==> config.mk <==
export PLATFORM = sky130hd
export DESIGN_NAME = loba_pipe_mult
export DESIGN_NICKNAME = d
export VERILOG_FILES = /design/src/rtl/loba_pipe_mult.sv
export SDC_FILE = /design/constraint.sdc
export NUM_CORES = 1
export LEC_CHECK = 0
export ABC_CLOCK_PERIOD_IN_PS = 19900
export CORE_AREA = 2 2 175 177
export CTS_CLUSTER_DIAMETER = 200
export DETAILED_ROUTE_END_ITERATION = 12
export DIE_AREA = 0 0 177 179
export GPL_TIMING_DRIVEN = 0
export PLACE_DENSITY = 0.75
export SETUP_SLACK_MARGIN = 0.4
export SYNTH_ARGS = -nofsm -noshare
export SYNTH_HDL_FRONTEND = slang
export SYNTH_SLANG_ARGS = --single-unit
==> constraint.sdc <==
create_clock -name clk -period 19.9 [get_ports clk]
set_clock_uncertainty 0.2 [all_clocks]
set_input_delay 3.98 -clock clk [delete_from_list [all_inputs] [get_ports clk]]
set_output_delay 3.98 -clock clk [all_outputs]
set_load 0.005 [all_outputs]
==> src/rtl/loba_pipe_mult.sv <==
// rtl/loba_pipe_mult.sv - pipelined leading-one-based approximate unsigned multiplier
module loba_pipe_mult #(
    parameter int N = 16,
    parameter int W = 4
) (
    input  logic           clk,
    input  logic           rst_n,
    input  logic           in_valid,
    output logic           in_ready,
    input  logic [N-1:0]   a,
    input  logic [N-1:0]   b,
    input  logic [1:0]     mode,
    output logic           out_valid,
    input  logic           out_ready,
    output logic [2*N-1:0] p
);
    localparam int SW = $clog2(N);
    localparam int PW = 2 * N;

    // Shift that puts the W-bit window at the leading one; zero when the
    // leading one sits inside the bottom W bits or the value is zero.
    function automatic logic [SW-1:0] seg_shift(input logic [N-1:0] x);
        logic [SW-1:0] s;
        s = '0;
        for (int i = W - 1; i < N; i++) begin
            if (x[i]) s = SW'(i - (W - 1));
        end
        return s;
    endfunction

    function automatic logic [W-1:0] seg_bits(input logic [N-1:0] x, input logic [SW-1:0] s);
        return W'(x >> s);
    endfunction

    // Bits below the high window; empty when the window starts at bit 0.
    function automatic logic [N-1:0] residual(input logic [N-1:0] x, input logic [SW-1:0] s);
        return x & ((N'(1) << s) - N'(1));
    endfunction

    function automatic logic [PW-1:0] term(input logic [2*W-1:0] prod, input logic [SW:0] s);
        return PW'(prod) << s;
    endfunction

    logic en;
    assign en       = !out_valid || out_ready;
    assign in_ready = en;

    logic [SW-1:0] sha_c, sla_c, shb_c, slb_c;
    logic [N-1:0]  ra_c, rb_c;

    // Split both operands into high and low segments around their leading ones
    always_comb begin
        sha_c = seg_shift(a);
        ra_c  = residual(a, sha_c);
        sla_c = seg_shift(ra_c);
        shb_c = seg_shift(b);
        rb_c  = residual(b, shb_c);
        slb_c = seg_shift(rb_c);
    end

    logic          v1;
    logic [W-1:0]  ah1, al1, bh1, bl1;
    logic [SW-1:0] sha1, sla1, shb1, slb1;
    logic [1:0]    mode1;

    // Stage 1: register segments, their shifts and the transaction mode
    always_ff @(posedge clk or negedge rst_n) begin
        if (!rst_n) begin
            v1    <= 1'b0;
            ah1   <= '0;
            al1   <= '0;
            bh1   <= '0;
            bl1   <= '0;
            sha1  <= '0;
            sla1  <= '0;
            shb1  <= '0;
            slb1  <= '0;
            mode1 <= '0;
        end else if (en) begin
            v1 <= in_valid;
            if (in_valid) begin
                ah1   <= seg_bits(a, sha_c);
                al1   <= seg_bits(ra_c, sla_c);
                bh1   <= seg_bits(b, shb_c);
                bl1   <= seg_bits(rb_c, slb_c);
                sha1  <= sha_c;
                sla1  <= sla_c;
                shb1  <= shb_c;
                slb1  <= slb_c;
                mode1 <= mode;
            end
        end
    end

    logic           v2;
    logic [2*W-1:0] pr_hh, pr_hl, pr_lh, pr_ll;
    logic [SW:0]    s_hh, s_hl, s_lh, s_ll;
    logic [1:0]     mode2;

    // Stage 2: the four segment products and their combined shift amounts
    always_ff @(posedge clk or negedge rst_n) begin
        if (!rst_n) begin
            v2    <= 1'b0;
            pr_hh <= '0;
            pr_hl <= '0;
            pr_lh <= '0;
            pr_ll <= '0;
            s_hh  <= '0;
            s_hl  <= '0;
            s_lh  <= '0;
            s_ll  <= '0;
            mode2 <= '0;
        end else if (en) begin
            v2 <= v1;
            if (v1) begin
                pr_hh <= (2*W)'(ah1) * (2*W)'(bh1);
                pr_hl <= (2*W)'(ah1) * (2*W)'(bl1);
                pr_lh <= (2*W)'(al1) * (2*W)'(bh1);
                pr_ll <= (2*W)'(al1) * (2*W)'(bl1);
                s_hh  <= (SW+1)'(sha1) + (SW+1)'(shb1);
                s_hl  <= (SW+1)'(sha1) + (SW+1)'(slb1);
                s_lh  <= (SW+1)'(sla1) + (SW+1)'(shb1);
                s_ll  <= (SW+1)'(sla1) + (SW+1)'(slb1);
                mode2 <= mode1;
            end
        end
    end

    logic [PW-1:0] sum_c;

    // Shift each product into place and add the ones the mode enables
    always_comb begin
        sum_c = term(pr_hh, s_hh);
        if (mode2 >= 2'd1) sum_c = sum_c + term(pr_hl, s_hl);
        if (mode2 >= 2'd2) sum_c = sum_c + term(pr_lh, s_lh);
        if (mode2 == 2'd3) sum_c = sum_c + term(pr_ll, s_ll);
    end

    // Stage 3: result register; p keeps its last value across bubbles
    always_ff @(posedge clk or negedge rst_n) begin
        if (!rst_n) begin
            out_valid <= 1'b0;
            p         <= '0;
        end else if (en) begin
            out_valid <= v2;
            if (v2) p <= sum_c;
        end
    end
endmodule

Word-level counts from Yosys, hierarchy flattened
Index checks and enable logic that the tools add are counted.
Storage, ports and cells
  register bits: 123
  input port bits: 38
  output and inout bits: 34
  word-level logic and storage cells: 106
Operators by class
  add/sub/neg operators: 9
  $mul: 4
  magnitude comparators: 2
  equal/unequal tests: 1
  shifts and indexed selects: 10
  mux-type cells: 51
  bitwise logic cells: 2
  reduce and logical (&&, ||, !) cells: 5
Operators by type and width (count)
  4-bit two-way mux: 41
  8-bit by 5-bit left shift with 32-bit output: 4
  32-bit adder: 3
  32-bit two-way mux: 3
  16-bit by 4-bit >> shifter with 4-bit output: 4
  16-bit AND: 2
  4-bit by 4-bit multiplier with 8-bit output: 4
  1-bit by 4-bit left shift with 16-bit output, first input constant: 2
  16-bit by 1-bit subtractor with 16-bit output, second input constant: 2
  4-bit by 4-bit adder with 5-bit output: 4
  2-bit AND reduction: 3
  1-bit two-way mux: 4
  2-bit two-way mux: 2
  3-bit two-way mux: 1
  2-bit equality test, second input constant: 1
  2-bit by 1-bit greater-or-equal comparator with 1-bit output, second input constant: 1
  2-bit greater-or-equal comparator, second input constant: 1
  1-bit zero test: 1
  1-bit logical OR: 1

Depth between registers and ports, before layout
  word-level depth: 28
  mapped depth: 40
  depth with buffers taken out: 38

Worst setup path after synthesis
No wires, ideal clock.
  path kind: input to output
  start: input port out_ready
  end: output port in_ready
  data arrival time: 4.278 ns
  required time: 15.720 ns
  setup slack: 11.442 ns
  stages: 2
  buffers on the path: 1
  cell sequence: nand2b_1 clkbuf_1
Between the ends
  word-level cells in the longest chain between the ends: 1
RTL lines
  start, declared: RTL line 14  | input logic out_ready,
  1-bit logical OR: RTL line 45  | assign en = !out_valid || out_ready;
  end, declared: RTL line 9  | output logic in_ready,
Every way passes these cells.

Worst setup path in the final report
  start: register s_hh[1]
  end: register p[29]
Between the ends
  word-level cells in the longest chain between the ends: 7
RTL lines
  start, declared: RTL line 97  | logic [SW:0] s_hh, s_hl, s_lh, s_ll;
  start signal, assigned: RTL line 120  | s_hh <= (SW+1)'(sha1) + (SW+1)'(shb1);
  8-bit by 5-bit left shift with 32-bit output *: RTL line 41  | return PW'(prod) << s;
  32-bit adder: RTL line 134  | if (mode2 >= 2'd1) sum_c = sum_c + term(pr_hl, s_hl);
  32-bit two-way mux *: RTL line 134
  32-bit adder: RTL line 135  | if (mode2 >= 2'd2) sum_c = sum_c + term(pr_lh, s_lh);
  32-bit two-way mux *: RTL line 135
  32-bit adder: RTL line 136  | if (mode2 == 2'd3) sum_c = sum_c + term(pr_ll, s_ll);
  32-bit two-way mux *: RTL line 136
  end signal, assigned: RTL line 146  | if (v2) p <= sum_c;
  end, declared: RTL line 15  | output logic [2*N-1:0] p
Every way passes the cells marked *; elsewhere a longest branch is shown, timed or not.
A chain may end at the register's enable or synchronous reset.

==> reports/results.tsv <==
metric	value	unit
status	finished clean	
sequential cell area fraction in the yosys report	18.41	%
Yosys warnings	0	
Vert. Die Dim	179	µm
CP peak stage delay	0.76	ns
VDD IR-drop max	0.07004	mV
Tmin final	9.914	ns
die area	0.03168	mm²
clock sink total	123	
top-area cell type share of the netlist area	18.41	%
hold path startpoint	p[9]	
sequential share of power	12.9	%
Cell Int Power	1.543	mW
Critical Path RT	20.06	ns
worst skew pair latency	0.44	ns
Synth Area in XOR/XNOR	4.819	%
largest net degree at the start of global routing	97	
remaining global-route overflow	0	
highest routed metal layer	met4	
Slew HR	37.39	%
post-synthesis mux area share	8.365	%
WL met2	25810	µm
syn avg cell area	7.482	µm²
P_sw	1.805	mW
Multi-input gate area	0.01282	mm²
Mapped Cells	2235	
initial DRC count	1558	
CP Max Fanout	10	
final hold violations	0	
htree depth	4	
most used cell, CP	o21ai_0	
crit-path leading delay family	compound AO/OA/AOI/OAI gates	
Max Clock Freq	0.1009	GHz
Worst-path clk slew	0.06	ns
commonest register cell after synthesis	dfrtp_1	
largest family of logic cells by synthesized area	compound AO/OA/AOI/OAI gates	
Fill cells	2790	
Post-synth EDFFs	0	
startpoint of the worst-slack reg-to-reg timing path	s_hh[1]	
Pwr per Cell Area	182.1	mW/mm²
storage element area	0.003078	mm²
Clock power frac	9.6	%
final wirelength	53760	µm
routability congestion estimate	1.033	
max-cap violation count	0	
Post-DRT Antenna Nets	0	
DR pass1 iterations	5	
Hold Crit Class	register to register	
Worst EP arrival	10.07	ns
Final TNS setup	0	ns
initial antenna violation count	0	
CTS buffer count	17	
core area	0.03003	mm²
setup repair bufs after CTS	0	
starting density of the core	55.69	%
CTS tree	built	
sum of buffers and inverters on the critical path	4	
vias in the first global route	16200	
r2r worst-path depth	35	
CP startpoint kind	register	
DR WL/cell	19.78	µm
vias per cell	6.368	
Static Leak	8.400	nW
root buf cell	clkbuf_16	
slowest library cell on the worst path	o41ai_1	
worst slew pin tran	0.9357	ns
number of diodes	0	
CP Class	register to register	
final net count	2531	
drt drc	0	
R2R Setup Slk	9.99	ns
Post-synth top cells	nand2_1 (288), nor2_1 (206), o21ai_0 (188)	
post-cts resize count	0	
Mapped Nets	2456	
share of cells above drive strength 1	5.685	%
first-pass GRT wire length	84970	µm
top cells by area, synth	dfrtp_1 (18%), ha_1 (12%), nand2_1 (6.5%)	
gr usage total	33.90	%
cell area after synthesis	0.01672	mm²
DP HPWL	42920	µm
crit path capture type	register	
met1 wire length	22240	µm
ys async rst share	100.0	%
synthesis-to-finish area growth	9.966	%
Endpoint, Worst Hold	p[9]	
Core Rows	64	
CTS Hold Bufs	0	
IO buf count	55	
Yosys cell types	89	
simple logic cell fraction of the synthesized area	22.18	%
Die Span X	177	µm
compound-cell area share of the yosys netlist	26.57	%
worst r2r dst	p[29]	
CTS max path bufs	2	
Via Count	17310	
unrepaired setup endpoints after global routing	no	
hold path cells	2	
Final Setup Violations	0	
Tot Pwr	3.348	mW
Tcrit/Tclk final	49.82	%
Ports	72	
Comb power frac	77.5	%
Seq cells post-synth	123	
sw frac	53.90	%
Yosys top cell by area	dfrtp_1	
area share of fa/ha/maj cells after synthesis	14.73	%
most numerous cell in the Yosys netlist	nand2_1	
met3 routed WL	3027	µm
final slew viol count	0	
==> kinds of logic (layout without fill, tap and decap cells) <==
group                      count (synthesis)  in the layout
buffers and inverters                    213            300
adders and majority gates                183            183
and+or+nand+nor                          798            798
muxes                                    131            131
DFF                                      123            123
xor gates and xnor gates                  92             92
AOI/OAI and AO/OA                        695            695
==> worst max path at each step <==
stage	start	to	slack, ns	depth (start not counted)
2_1_floorplan	out_ready	in_ready	11.44	2
3_3_place_gp	rst_n	mode1[0]	9.48	1
3_5_place_dp	out_ready	in_ready	10.24	4
4_1_cts	s_hh[1]	p[29]	10.21	35
5_1_grt	s_hh[1]	p[29]	9.32	35
6_report	s_hh[1]	p[29]	9.99	35
==> cells in the final DEF, fill, tap and decap left out, types with 27 or more instances in the layout <==
cell,Yosys,layout
nand2_1,288,288
nor2_1,206,206
o21ai_0,188,188
ha_1,160,160
a21oi_1,156,156
dfrtp_1,123,123
clkbuf_1,103,104
inv_1,92,92
and2_1,77,77
mux2i_1,70,70
a21o_1,62,62
mux2_2,59,59
clkdlybuf4s50_1,0,54
xnor2_1,46,46
xor2_1,46,46
nand3_1,42,42
nand2b_1,41,41
o22ai_1,36,36
a211oi_1,33,33
nor3_1,33,33
or3_1,27,27
==> registers in the layout, summed over array words and instances, names as in the netlist, 4 cells and up <==
name   cells
s_ll       5
s_hl       5
s_hh       5
pr_hl      8
sla1       4
slb1       4
pr_ll      8
al1        4
ah1        4
bh1        4
s_lh       5
p         32
bl1        4
sha1       4
pr_lh      8
shb1       4
pr_hh      8
==> metal layers <==
metal	up-vias	track usage, %
met5	-	0
met4	0	16.84
met3	144	3.965
met2	669	58.67
met1	8299	41.72
li1	8195	-
==> worst register-to-register path: cells and delay by family, from the launching register on <==
| kind | cells | cell delay (ns) |
|---|---|---|
| compound gates | 19 | 5.12 |
| fa+ha+maj | 4 | 1.38 |
| simple gates | 5 | 1.13 |
| buf+inv | 4 | 0.73 |
| mux | 1 | 0.58 |
| flops | 1 | 0.36 |
| xor+xnor | 2 | 0.33 |
==> area by class of cell <==
| type | count | share of cell area, % |
|---|---|---|
| buffer | 117 | 2.531 |
| sequential | 123 | 16.74 |
| timing repair buffer | 56 | 3.150 |
| clock buffer | 19 | 2.409 |
| tap | 396 | 2.694 |
| inverter | 96 | 1.960 |
| multi-input combinational | 1899 | 69.71 |
| clock inverter | 12 | 0.8097 |
==> power by group through the flow <==
| stage | clock [mW] | combinational (mW) | sequential, mW |
|---|---|---|---|
| final | 0.320 | 2.60 | 0.432 |
| after global routing | 0.331 | 2.85 | 0.443 |
| after CTS | 0.319 | 2.55 | 0.430 |
| after detailed placement | 0 | 2.52 | 0.434 |
| after global placement | 0 | 2.46 | 0.428 |
| after floorplan | 0 | 1.85 | 0.407 |
==> through the flow <==
step / worst slack [ns] / std cells / hold WS [ns] / cell area [µm²] / util [%]
floorplan: 11.44 / 2235 / 0.2417 / 16720 / -
global placement: 9.481 / 2686 / 0.2551 / 17770 / 59.17
detailed placement: 10.24 / 2687 / 0.2651 / 17800 / 59.27
CTS: 10.21 / 2718 / 0.2786 / 18390 / 61.24
global route: 9.319 / 2718 / 0.2969 / 18390 / 61.24
finish: 9.986 / 2718 / 0.2739 / 18390 / 61.24
Note: power is estimated with default switching activity, not from simulation.
